**src/rtl/lsu_uart_tx_pkg.sv**
```systemverilog
// Shared definitions for the memory-mapped UART transmitter: register
// offsets, STATUS bit positions, serialiser states and the divider helper.
package lsu_uart_pkg;

    localparam logic [3:0] UART_TXDATA  = 4'h0;
    localparam logic [3:0] UART_STATUS  = 4'h4;
    localparam logic [3:0] UART_BAUDDIV = 4'h8;

    localparam int STAT_FULL  = 1;
    localparam int STAT_EMPTY = 2;
    localparam int STAT_BUSY  = 3;
    localparam int STAT_OVF   = 4;

    typedef enum logic [1:0] {IDLE, START, DATA, STOP} uart_state_e;

    // A divider of zero would stall the bit timer, so it runs at one clock per bit.
    function automatic logic [15:0] eff_div(input logic [15:0] div);
        return (div == 16'd0) ? 16'd1 : div;
    endfunction

endpackage

```
**src/rtl/lsu_uart_tx_if.sv**
```systemverilog
// Load/store bus between the core and the UART register window.
// Read data flows back combinationally for same-cycle writeback.
interface lsu_uart_tx_if;
    logic [31:0] i_lsu_addr;
    logic [31:0] i_st_data;
    logic        i_lsu_wren;
    logic [31:0] o_ld_data;

    modport master (
        output i_lsu_addr,
        output i_st_data,
        output i_lsu_wren,
        input  o_ld_data
    );

    modport slave (
        input  i_lsu_addr,
        input  i_st_data,
        input  i_lsu_wren,
        output o_ld_data
    );
endinterface

```
**src/rtl/lsu_uart_tx_fifo.sv**
```systemverilog
// Show-ahead TX FIFO. The head is always visible on o_rdata so the
// serialiser can load it in the same edge that it pops.
module uart_tx_fifo #(
    parameter int WIDTH = 8,
    parameter int DEPTH = 8
) (
    input  logic                       i_clk,
    input  logic                       i_reset,
    input  logic                       i_push,
    input  logic                       i_pop,
    input  logic [WIDTH-1:0]           i_wdata,
    output logic [WIDTH-1:0]           o_rdata,
    output logic                       o_full,
    output logic                       o_empty,
    output logic [$clog2(DEPTH):0]     o_count
);

    localparam int AW = $clog2(DEPTH);
    localparam int CW = AW + 1;

    logic [WIDTH-1:0] r_mem [DEPTH];
    logic [AW-1:0]    r_wrPtr;
    logic [AW-1:0]    r_rdPtr;
    logic [CW-1:0]    r_count;
    logic             w_doPush;
    logic             w_doPop;

    assign w_doPush = i_push && !o_full;
    assign w_doPop  = i_pop && !o_empty;

    assign o_full  = (r_count == CW'(DEPTH));
    assign o_empty = (r_count == '0);
    assign o_count = r_count;
    assign o_rdata = r_mem[r_rdPtr];

    // Storage array carries no reset; stale entries are never visible past the count.
    always_ff @(posedge i_clk) begin
        if (w_doPush) begin
            r_mem[r_wrPtr] <= i_wdata;
        end
    end

    // Pointers wrap naturally at the power-of-two depth; simultaneous push and pop keep the count.
    always_ff @(posedge i_clk) begin
        if (!i_reset) begin
            r_wrPtr <= '0;
            r_rdPtr <= '0;
            r_count <= '0;
        end else begin
            if (w_doPush) begin
                r_wrPtr <= r_wrPtr + 1'b1;
            end
            if (w_doPop) begin
                r_rdPtr <= r_rdPtr + 1'b1;
            end
            case ({w_doPush, w_doPop})
                2'b10:   r_count <= r_count + 1'b1;
                2'b01:   r_count <= r_count - 1'b1;
                default: r_count <= r_count;
            endcase
        end
    end

endmodule

```
**src/rtl/lsu_uart_tx.sv**
```systemverilog
// Memory-mapped 8N1 UART transmitter on the core's load/store path.
// Stores queue bytes without stalling; loads return status in the same cycle.
module lsu_uart_tx
    import lsu_uart_pkg::*;
#(
    parameter logic [31:0] BASE_ADDR   = 32'h1001_0000,
    parameter int          FIFO_DEPTH  = 8,
    parameter logic [15:0] DEFAULT_DIV = 16'd434
) (
    input  logic         i_clk,
    input  logic         i_reset,
    lsu_uart_tx_if.slave bus,
    output logic         o_uart_tx,
    output logic         o_irq_empty
);

    localparam int CW = $clog2(FIFO_DEPTH) + 1;

    logic            w_hit;
    logic            w_wrTx;
    logic            w_wrStatus;
    logic            w_wrBaud;
    logic            w_fifoPush;
    logic            w_ovfSet;
    logic            w_pop;
    logic            w_bitEnd;
    logic            w_busy;
    logic            w_full;
    logic            w_empty;
    logic [CW-1:0]   w_count;
    logic [7:0]      w_rdata;
    logic            w_unused;

    logic            r_ovf;
    logic [15:0]     r_baudDiv;
    uart_state_e     r_state;
    logic [15:0]     r_timer;
    logic [15:0]     r_divEff;
    logic [2:0]      r_bitIdx;
    logic [7:0]      r_shift;
    logic            r_tx;

    // Upper half of the store word has no destination in this register map.
    assign w_unused = ^bus.i_st_data[31:16];

    assign w_hit      = (bus.i_lsu_addr[31:4] == BASE_ADDR[31:4]);
    assign w_wrTx     = bus.i_lsu_wren && w_hit && (bus.i_lsu_addr[3:0] == UART_TXDATA);
    assign w_wrStatus = bus.i_lsu_wren && w_hit && (bus.i_lsu_addr[3:0] == UART_STATUS);
    assign w_wrBaud   = bus.i_lsu_wren && w_hit && (bus.i_lsu_addr[3:0] == UART_BAUDDIV);

    // Fullness is judged before any same-cycle pop, so a store to a full FIFO is always lost.
    assign w_fifoPush = w_wrTx && !w_full;
    assign w_ovfSet   = w_wrTx && w_full;

    assign w_bitEnd = (r_timer == 16'd0);
    assign w_busy   = (r_state != IDLE);
    assign w_pop    = !w_empty && ((r_state == IDLE) || ((r_state == STOP) && w_bitEnd));

    assign o_uart_tx   = r_tx;
    assign o_irq_empty = (w_count == '0) && !w_busy;

    uart_tx_fifo #(
        .WIDTH (8),
        .DEPTH (FIFO_DEPTH)
    ) u_fifo (
        .i_clk   (i_clk),
        .i_reset (i_reset),
        .i_push  (w_fifoPush),
        .i_pop   (w_pop),
        .i_wdata (bus.i_st_data[7:0]),
        .o_rdata (w_rdata),
        .o_full  (w_full),
        .o_empty (w_empty),
        .o_count (w_count)
    );

    // Software-visible registers: sticky overflow flag and the baud divider.
    always_ff @(posedge i_clk) begin
        if (!i_reset) begin
            r_ovf     <= 1'b0;
            r_baudDiv <= DEFAULT_DIV;
        end else begin
            if (w_ovfSet) begin
                r_ovf <= 1'b1;
            end else if (w_wrStatus && bus.i_st_data[STAT_OVF]) begin
                r_ovf <= 1'b0;
            end
            if (w_wrBaud) begin
                r_baudDiv <= bus.i_st_data[15:0];
            end
        end
    end

    // Serialiser: the divider is latched at each frame start so mid-frame writes wait a frame.
    always_ff @(posedge i_clk) begin
        if (!i_reset) begin
            r_state  <= IDLE;
            r_timer  <= 16'd0;
            r_divEff <= 16'd1;
            r_bitIdx <= 3'd0;
            r_shift  <= 8'd0;
            r_tx     <= 1'b1;
        end else if (w_pop) begin
            r_shift  <= w_rdata;
            r_divEff <= eff_div(r_baudDiv);
            r_timer  <= eff_div(r_baudDiv) - 16'd1;
            r_bitIdx <= 3'd0;
            r_tx     <= 1'b0;
            r_state  <= START;
        end else begin
            case (r_state)
                IDLE: begin
                    r_tx <= 1'b1;
                end
                START: begin
                    if (w_bitEnd) begin
                        r_tx    <= r_shift[0];
                        r_timer <= r_divEff - 16'd1;
                        r_state <= DATA;
                    end else begin
                        r_timer <= r_timer - 16'd1;
                    end
                end
                DATA: begin
                    if (w_bitEnd) begin
                        r_timer <= r_divEff - 16'd1;
                        if (r_bitIdx == 3'd7) begin
                            r_tx    <= 1'b1;
                            r_state <= STOP;
                        end else begin
                            r_tx     <= r_shift[1];
                            r_shift  <= {1'b0, r_shift[7:1]};
                            r_bitIdx <= r_bitIdx + 3'd1;
                        end
                    end else begin
                        r_timer <= r_timer - 16'd1;
                    end
                end
                STOP: begin
                    if (w_bitEnd) begin
                        r_tx    <= 1'b1;
                        r_state <= IDLE;
                    end else begin
                        r_timer <= r_timer - 16'd1;
                    end
                end
                default: begin
                    r_tx    <= 1'b1;
                    r_state <= IDLE;
                end
            endcase
        end
    end

    // Load data is decoded straight from the address for same-cycle writeback.
    always_comb begin
        bus.o_ld_data = 32'd0;
        if (w_hit) begin
            case (bus.i_lsu_addr[3:0])
                UART_STATUS:  bus.o_ld_data = {27'd0, r_ovf, w_busy, w_empty, w_full, 1'b0};
                UART_BAUDDIV: bus.o_ld_data = {16'd0, r_baudDiv};
                default:      bus.o_ld_data = 32'd0;
            endcase
        end
    end

endmodule

```
**src/flat_wrapper.sv**
```systemverilog
// flat-port wrapper written by rule: the top's interface ports become plain ports
module lsu_uart_tx_flat import lsu_uart_pkg::*;
#(
    parameter logic [31:0] BASE_ADDR   = 32'h1001_0000,
    parameter int          FIFO_DEPTH  = 8,
    parameter logic [15:0] DEFAULT_DIV = 16'd434
)
  (i_clk, i_reset, o_uart_tx, o_irq_empty, bus_i_lsu_addr, bus_i_st_data, bus_i_lsu_wren, bus_o_ld_data);
  lsu_uart_tx_if bus_i ();
  input  logic i_clk;
  input  logic i_reset;
  output logic o_uart_tx;
  output logic o_irq_empty;
  input wire logic [$bits(bus_i.i_lsu_addr)-1:0] bus_i_lsu_addr;
  input wire logic [$bits(bus_i.i_st_data)-1:0] bus_i_st_data;
  input wire logic [$bits(bus_i.i_lsu_wren)-1:0] bus_i_lsu_wren;
  output wire logic [$bits(bus_i.o_ld_data)-1:0] bus_o_ld_data;
  assign bus_i.i_lsu_addr = bus_i_lsu_addr;
  assign bus_i.i_st_data = bus_i_st_data;
  assign bus_i.i_lsu_wren = bus_i_lsu_wren;
  assign bus_o_ld_data = bus_i.o_ld_data;
  lsu_uart_tx #(.BASE_ADDR(BASE_ADDR), .FIFO_DEPTH(FIFO_DEPTH), .DEFAULT_DIV(DEFAULT_DIV)) u_core (.i_clk(i_clk), .i_reset(i_reset), .bus(bus_i), .o_uart_tx(o_uart_tx), .o_irq_empty(o_irq_empty));
endmodule
```
**config.mk**
```make
export PLATFORM = sky130hd
export DESIGN_NAME = lsu_uart_tx_flat
export DESIGN_NICKNAME = d
export VERILOG_FILES = /design/src/rtl/lsu_uart_tx_pkg.sv /design/src/rtl/lsu_uart_tx_if.sv /design/src/rtl/lsu_uart_tx_fifo.sv /design/src/rtl/lsu_uart_tx.sv /design/src/flat_wrapper.sv
export SDC_FILE = /design/constraint.sdc
export NUM_CORES = 1
export LEC_CHECK = 0
export ABC_AREA = 1
export BUFFER_PORTS_ARGS = -buffer_cell sky130_fd_sc_hd__buf_2
export CORE_MARGIN = 5
export CORE_UTILIZATION = 50
export CTS_BUF_LIST = sky130_fd_sc_hd__clkbuf_4
export CTS_CLUSTER_DIAMETER = 120
export CTS_CLUSTER_SIZE = 10
export DETAILED_ROUTE_END_ITERATION = 10
export PLACE_DENSITY_LB_ADDON = 0.1
export SYNTH_ARGS = -nofsm -noshare
export SYNTH_HDL_FRONTEND = slang
export SYNTH_HIERARCHICAL = 1
export SYNTH_SLANG_ARGS = --single-unit
```
**constraint.sdc**
```tcl
create_clock -name i_clk -period 4.42 [get_ports i_clk]
set_input_delay 0.663 -clock i_clk [delete_from_list [all_inputs] [get_ports i_clk]]
set_output_delay 0.663 -clock i_clk [all_outputs]
set_load 0.01 [all_outputs]
```
Word-level counts from Yosys, hierarchy flattened --
Memories as Yosys holds them, arrays and structs flattened. A register that Yosys moved wholly into a read port is not among the register bits. Cells that the tools add are included.
Word-level totals: memories 1, word-level logic and storage cells 110, register bits after elaboration 73, input bits 67, output and inout bits 34, RAM bits 64
Cells by class: $add $sub $neg 8, bitwise gates (word level) 2, eq/ne operators 20, multiplexer cells 30, reductions and logical operators 37
Memories:
- u_core.u_fifo.r_mem | depth 8, bits a word 8, read ports 1, clocked after Yosys merged registers in 1, wr ports 1, line lsu_uart_tx_fifo.sv:21 | logic [WIDTH-1:0] r_mem [DEPTH];
Operators with widths (number):
- $mux W16 | 4
- $pmux W16 S2 | 2
- $sub A16 B1 Y16 const B | 3
- $logic_not A16 Y1 | 2
- $mux W32 | 1
- $mux W8 | 4
- $eq A28 B25 Y1 const B | 1
- $logic_and A1 B1 Y1 | 12
- $ne A3 B2 Y1 const B | 4
- $mux W1 | 10
- $reduce_and A5 Y1 | 2
- $reduce_bool A2 Y1 | 5
- $add A3 B1 Y3 const B | 3
- $reduce_and A3 Y1 | 3
- $eq A4 B4 Y1 const B | 2
- $logic_not A4 Y1 | 2
- $mux W2 | 4
- $ne A2 B1 Y1 const B | 4
- $pmux W4 S2 | 1
- $eq A2 B2 Y1 const B | 3
- $mux W3 | 2
- $pmux W2 S3 | 1
- $reduce_bool A3 Y1 | 2
- $add A4 B1 Y4 const B | 1
- other kinds (14) | 19

Longest topological paths before layout --
depth after elaboration 7, depth in mapped cells 21, depth with buffers taken out 20

Cells and area by module --
The synthesis kept the hierarchy.
By module, submodules not included:
- lsu_uart_tx | sequential area each 1261.2 µm², area an instance 4434.3 µm², instances 1, cells an instance 712
- uart_tx_fifo | sequential area each 2182.1 µm², area an instance 3190.6 µm², instances 1, cells an instance 276

Worst setup path before layout --
No wires, ideal clock.
path kind input -> register, start point input bus_i_lsu_addr[5], end point register u_core.u_fifo.r_count[2], in the netlist u_core/u_fifo/o_count[2], setup slack 1.680 ns, cell stages on the path 15, arrival 2.624 ns, buffers on the path 0, required time 4.305 ns, library setup time 0.115 ns, cells stage by stage nor4_1 nand3b_1 nor2_2 nand2_1 nor3b_1 nand2_2 ha_1 nand2_1 inv_1 nor2_1 ha_1 a21oi_1 xnor2_1 o21ai_0 inv_1
Between the ends: longest elaborated chain between the ends 7, elaborated cells between the ends (all ways) 9, classes of those cells eq/ne (3); mux (1); reduce/logical (5)
RTL lines:
- start, declared | line flat_wrapper.sv:14 | input wire logic [$bits(bus_i.i_lsu_addr)-1:0] bus_i_lsu_addr;
- $eq A28 B25 Y1 (*) | line lsu_uart_tx.sv:46 | assign w_hit = (bus.i_lsu_addr[31:4] == BASE_ADDR[31:4]);
- $logic_and A1 B1 Y1 (*) (2 in a row) | line lsu_uart_tx.sv:47 | assign w_wrTx = bus.i_lsu_wren && w_hit && (bus.i_lsu_addr[3:0] == UART_TXDATA);
- $logic_and A1 B1 Y1 (*) | line lsu_uart_tx.sv:52 | assign w_fifoPush = w_wrTx && !w_full;
- via u_core.w_fifoPush | line lsu_uart_tx.sv:23 | logic w_fifoPush;
- $logic_and A1 B1 Y1 (*) | line lsu_uart_tx_fifo.sv:28 | assign w_doPush = i_push && !o_full;
- $eq A2 B1 Y1 / $eq A2 B2 Y1 (equally long branches) | line lsu_uart_tx_fifo.sv:56 | case ({w_doPush, w_doPop})
- $pmux W4 S2 / $reduce_bool A2 Y1 (equally long branches)
- end signal, assigned | line lsu_uart_tx_fifo.sv:57 | 2'b10: r_count <= r_count + 1'b1;
- end signal, assigned | line lsu_uart_tx_fifo.sv:58 | 2'b01: r_count <= r_count - 1'b1;
- end signal, assigned | line lsu_uart_tx_fifo.sv:59 | default: r_count <= r_count;
- end, declared | line lsu_uart_tx_fifo.sv:24 | logic [CW-1:0] r_count;
The timed path passes the listed nets; every way through them passes the cells marked *. A chain may end at the register's enable or synchronous reset.

Worst setup path in the final report --
start point register u_core.r_timer[0], end point register u_core.u_fifo.r_count[2], in the netlist u_core/u_fifo/o_count[2]
Between the ends: longest elaborated chain between the ends 7, elaborated cells between the ends (all ways) 9, classes of those cells eq/ne (2); mux (1); reduce/logical (6)
RTL lines:
- start, declared | line lsu_uart_tx.sv:37 | logic [15:0] r_timer;
- start signal, assigned | line lsu_uart_tx.sv:106 | r_timer <= eff_div(r_baudDiv) - 16'd1;
- start signal, assigned | line lsu_uart_tx.sv:118 | r_timer <= r_divEff - 16'd1;
- start signal, assigned | line lsu_uart_tx.sv:121 | r_timer <= r_timer - 16'd1;
- $logic_not A16 Y1 (*) | line lsu_uart_tx.sv:55 | assign w_bitEnd = (r_timer == 16'd0);
- $logic_and A1 B1 Y1 (*) | line lsu_uart_tx.sv:57 | assign w_pop = !w_empty && ((r_state == IDLE) || ((r_state == STOP) && w_bitEnd));
- $logic_or A1 B1 Y1 (*) | line lsu_uart_tx.sv:57
- $logic_and A1 B1 Y1 (*) | line lsu_uart_tx.sv:57
- $logic_and A1 B1 Y1 (*) | line lsu_uart_tx_fifo.sv:29 | assign w_doPop = i_pop && !o_empty;
- via u_core.u_fifo.w_doPop | line lsu_uart_tx_fifo.sv:26 | logic w_doPop;
- $eq A2 B1 Y1 / $eq A2 B2 Y1 (equally long branches) | line lsu_uart_tx_fifo.sv:56
- $pmux W4 S2 / $reduce_bool A2 Y1 (equally long branches)
Marks and branches as above.

==> impl_metrics.py <==
metrics = {
    "min_path": {
        "worstHoldStart": "bus_i_st_data[8]",
        "hold_path_depth": 3,
        "hold_end": "u_core/r_baudDiv[8]",
        "hp-class": "in2reg",
    },
    "timing": {
        "max-slew-margin-rel": 0.313,
        "setup_violations": 0,
        "layout_worst_path_cycle_share": 0.745,
        "fmax_mhz": 304,
        "post-route-min-period_ns": 3.29,
        "worst_slew_pin_slew_ns": 1.03,
        "fin_skew_ns": 0.0119,
        "setup_tns_ns": 0,
        "rsz0062_at_grt": "no",
        "holdWs_ns": 0.316,
        "maxSlewViolCount": 0,
        "final-hold-violation-count": 0,
    },
    "yosys": {
        "ys_seq_area_frac": 0.452,
        "yosysTopAreaCell": "edfxtp_1",
        "synth_edf_count": 64,
        "synthFlopType": "dfxtp_1",
        "synth_cell_types": 45,
        "yosysWarnings": 6,
        "syn_inst": 988,
        "ys_top_cells_by_area": "edfxtp_1 (25%), dfxtp_1 (20%), nand2_1 (11%), nor2_1 (6.9%), inv_1 (4.6%)",
        "async_flop_share": 0,
        "yosys.area.top_type_share": 0.252,
        "synth.avg_cell_area_um2": 7.72,
        "synth_area_um2": 7620,
        "synth_seq_cells": 140,
    },
    "cells_and_area": {
        "mostFrequentLayoutCell": "nand2_1",
        "ff_latch_area_um2": 3440,
        "finalNonFillerCells": 1247,
        "drive_gt1_frac": 0.124,
        "mostFrequentLayoutCells": "nand2_1 (218), nor2_1 (141), inv_1 (94)",
        "fillers": 1490,
        "area_delta_synth_final_pct": 7.91,
        "nNetsFinal": 1128,
        "finish.utilization": 0.545,
        "multi_input_area_um2": 3510,
    },
    "floorplanning": {
        "ios": 101,
        "die-area_um2": 17800,
        "dieHeight_um": 133,
        "num_rows": 45,
        "core_area_um2": 15100,
        "start_util": 0.505,
        "chipWidth_um": 133,
    },
    "routing": {
        "routed_wl_mm": 18.7,
        "viasPerCell": 5.21,
        "first_iter_violations": 474,
        "post_drt_wl_per_cell_um": 15.0,
        "ant_nets": 0,
        "firstDrtPassIters": 7,
        "num_vias": 6497,
        "drc": 0,
    },
    "global_route": {
        "grt-ovfl-total": 0,
        "track_usage": 0.211,
        "grt_pass1_wl_mm": 29.8,
        "grt_pass1_vias": 5891,
        "antenna_found_initial": 1,
        "grt_max_degree": 44,
    },
    "critical_path": {
        "cp_max_fo": 43,
        "slowest_stage": "inv_4",
        "critPathBufInv": 5,
        "start_kind": "flip-flop",
        "r2r-end": "u_core/u_fifo/o_count[2]",
        "path_cells": "inv_1, ha_1, nand2_1, nor2_2, nand3_2, nand2_2, nand2_4, inv_4, nand2_1, inv_2, ha_1, nand2_1, inv_1, nor2_1, ha_1, a21oi_1, xnor2_1, o21ai_0, inv_1",
        "critical_path_arrival_ns": 3.74,
        "end_kind": "flip-flop",
        "critPathRequiredTime_ns": 4.87,
        "max_stage_delay_ns": 0.49,
        "crit_type": "reg2reg",
        "r2r_cells": 19,
        "cp_top_family": "simple AND/OR/NAND/NOR gates",
        "rrSetupSlack_ns": 1.13,
        "r2r_start": "u_core/r_timer[0]",
    },
    "clock_tree": {
        "hold_buffers": 0,
        "htreeDepth": 4,
        "cts.sinks": 140,
        "clock_latency_ns": 0.55,
        "cts_tree": "yes",
        "postCtsSetupRepairBufs": 0,
        "clockBufferDepth": 2,
        "clk_pin_slew_worst_paths_ns": 0.12,
        "cts-root-buf": "clkbuf_4",
        "ctsResizeCount": 0,
        "cts_buffers": 17,
    },
    "run": {
        "maxCapViolations": 0,
    },
    "placement": {
        "gp_congestion": 0.916,
        "dp.cells": 1214,
        "io_buffers": 68,
        "dp_hpwl_mm": 13.4,
    },
    "power_and_ir_drop": {
        "irDropWorstVdd_v": 0.000223,
        "fin_total_pwr_uw": 4090,
        "p_per_area_nw_per_um2": 497,
        "p_leak_uw": 0.00350,
    },
    "status": {
        "status": "finished, final reports clean",
    },
}
==> cell families (layout without fill, tap and decap cells) <==
group,count (synthesis),count (layout),share of synthesized area
compound gates,166,166,0.115
flops,140,140,0.452
other cells,1,17,0.000492
fa+ha+maj,16,16,0.0263
xor+xnor,27,27,0.0310
buf+inv,149,204,0.0960
simple gates,481,481,0.269
mux,8,8,0.0105
==> power breakdown <==
group          switching [µW]  internal [µW]
Sequential                101           1440
Combinational            1090            591
Clock                     457            408
Total                    1650           2440
==> per-stage QoR <==
| step | area (µm²) | setup slack [ns] |
|---|---|---|
| 6_report | 8230 | 1.13 |
| 5_1_grt | 8230 | 0.802 |
| 2_1_floorplan | 7680 | 1.68 |
| 3_5_place_dp | 7930 | 1.07 |
| 3_3_place_gp | 7930 | 1.08 |
| 4_1_cts | 8230 | 1.14 |
==> area by class of cell <==
cell class | count | share of cell area
Inverter | 102 | 0.0470
Antenna cell | 1 | 0.000304
Sequential cell | 140 | 0.418
Multi-Input combinational cell | 714 | 0.426
Timing Repair Buffer | 70 | 0.0432
Clock inverter | 12 | 0.0181
Tap cell | 188 | 0.0286
Clock buffer | 20 | 0.0182
==> per-layer routing <==
metal	part of all wire	track usage	up-vias	routed length [µm]
li1	-	-	3337	-
met4	0.012	0.0657	0	223
met3	0.055	0.0415	20	1030
met5	0	0	-	0
met2	0.44	0.322	200	8140
met1	0.50	0.304	2940	9290
==> worst max-delay path by stage <==
stage,from,to,slack [ns],cells after the start
after global routing,u_core/r_timer[0],u_core/u_fifo/o_count[2],0.80,19
final,u_core/r_timer[0],u_core/u_fifo/o_count[2],1.13,19
after global placement,bus_i_lsu_addr[25],u_core/u_fifo/r_mem[5][1],1.08,10
after floorplan,bus_i_lsu_addr[5],u_core/u_fifo/o_count[2],1.68,15
after CTS,u_core/r_timer[0],u_core/u_fifo/o_count[2],1.14,19
after detailed placement,bus_i_lsu_addr[25],u_core/u_fifo/r_mem[3][1],1.07,10
==> synth_stat cells, drive strengths merged, types with 11 or more instances <==
cell and n:
a21oi 56, buf 36, clkbuf 11, dfxtp 76, edfxtp 64, ha 16, inv 100, nand2 224
nand3 64, nor2 152, nor3 22, o21ai 88, xor2 19
==> state kept, by name (all words and copies together) (netlist names), named ones only <==
name,count
u_core/r_timer,16
u_core/r_baudDiv,16
u_core/u_fifo/r_wrPtr,3
u_core/u_fifo/r_mem,64
u_core/u_fifo/r_rdPtr,3
u_core/u_fifo/o_count,4
u_core/r_divEff,16
u_core/r_shift,8
u_core/r_state,2
u_core/r_bitIdx,3
u_core/o_uart_tx,1
u_core/r_ovf,1
==> worst register-to-register path: stages (launching register included) <==
cell and delay [ns]:
dfxtp_1 0.36, inv_1 0.09, ha_1 0.21, nand2_1 0.08
nor2_2 0.14, nand3_2 0.09, nand2_2 0.08, nand2_4 0.30
inv_4 0.49, nand2_1 0.17, inv_2 0.16, ha_1 0.23
nand2_1 0.07, inv_1 0.07, nor2_1 0.05, ha_1 0.17
a21oi_1 0.14, xnor2_1 0.09, o21ai_0 0.15, inv_1 0.06
Note: power is estimated with default switching activity, not from simulation.
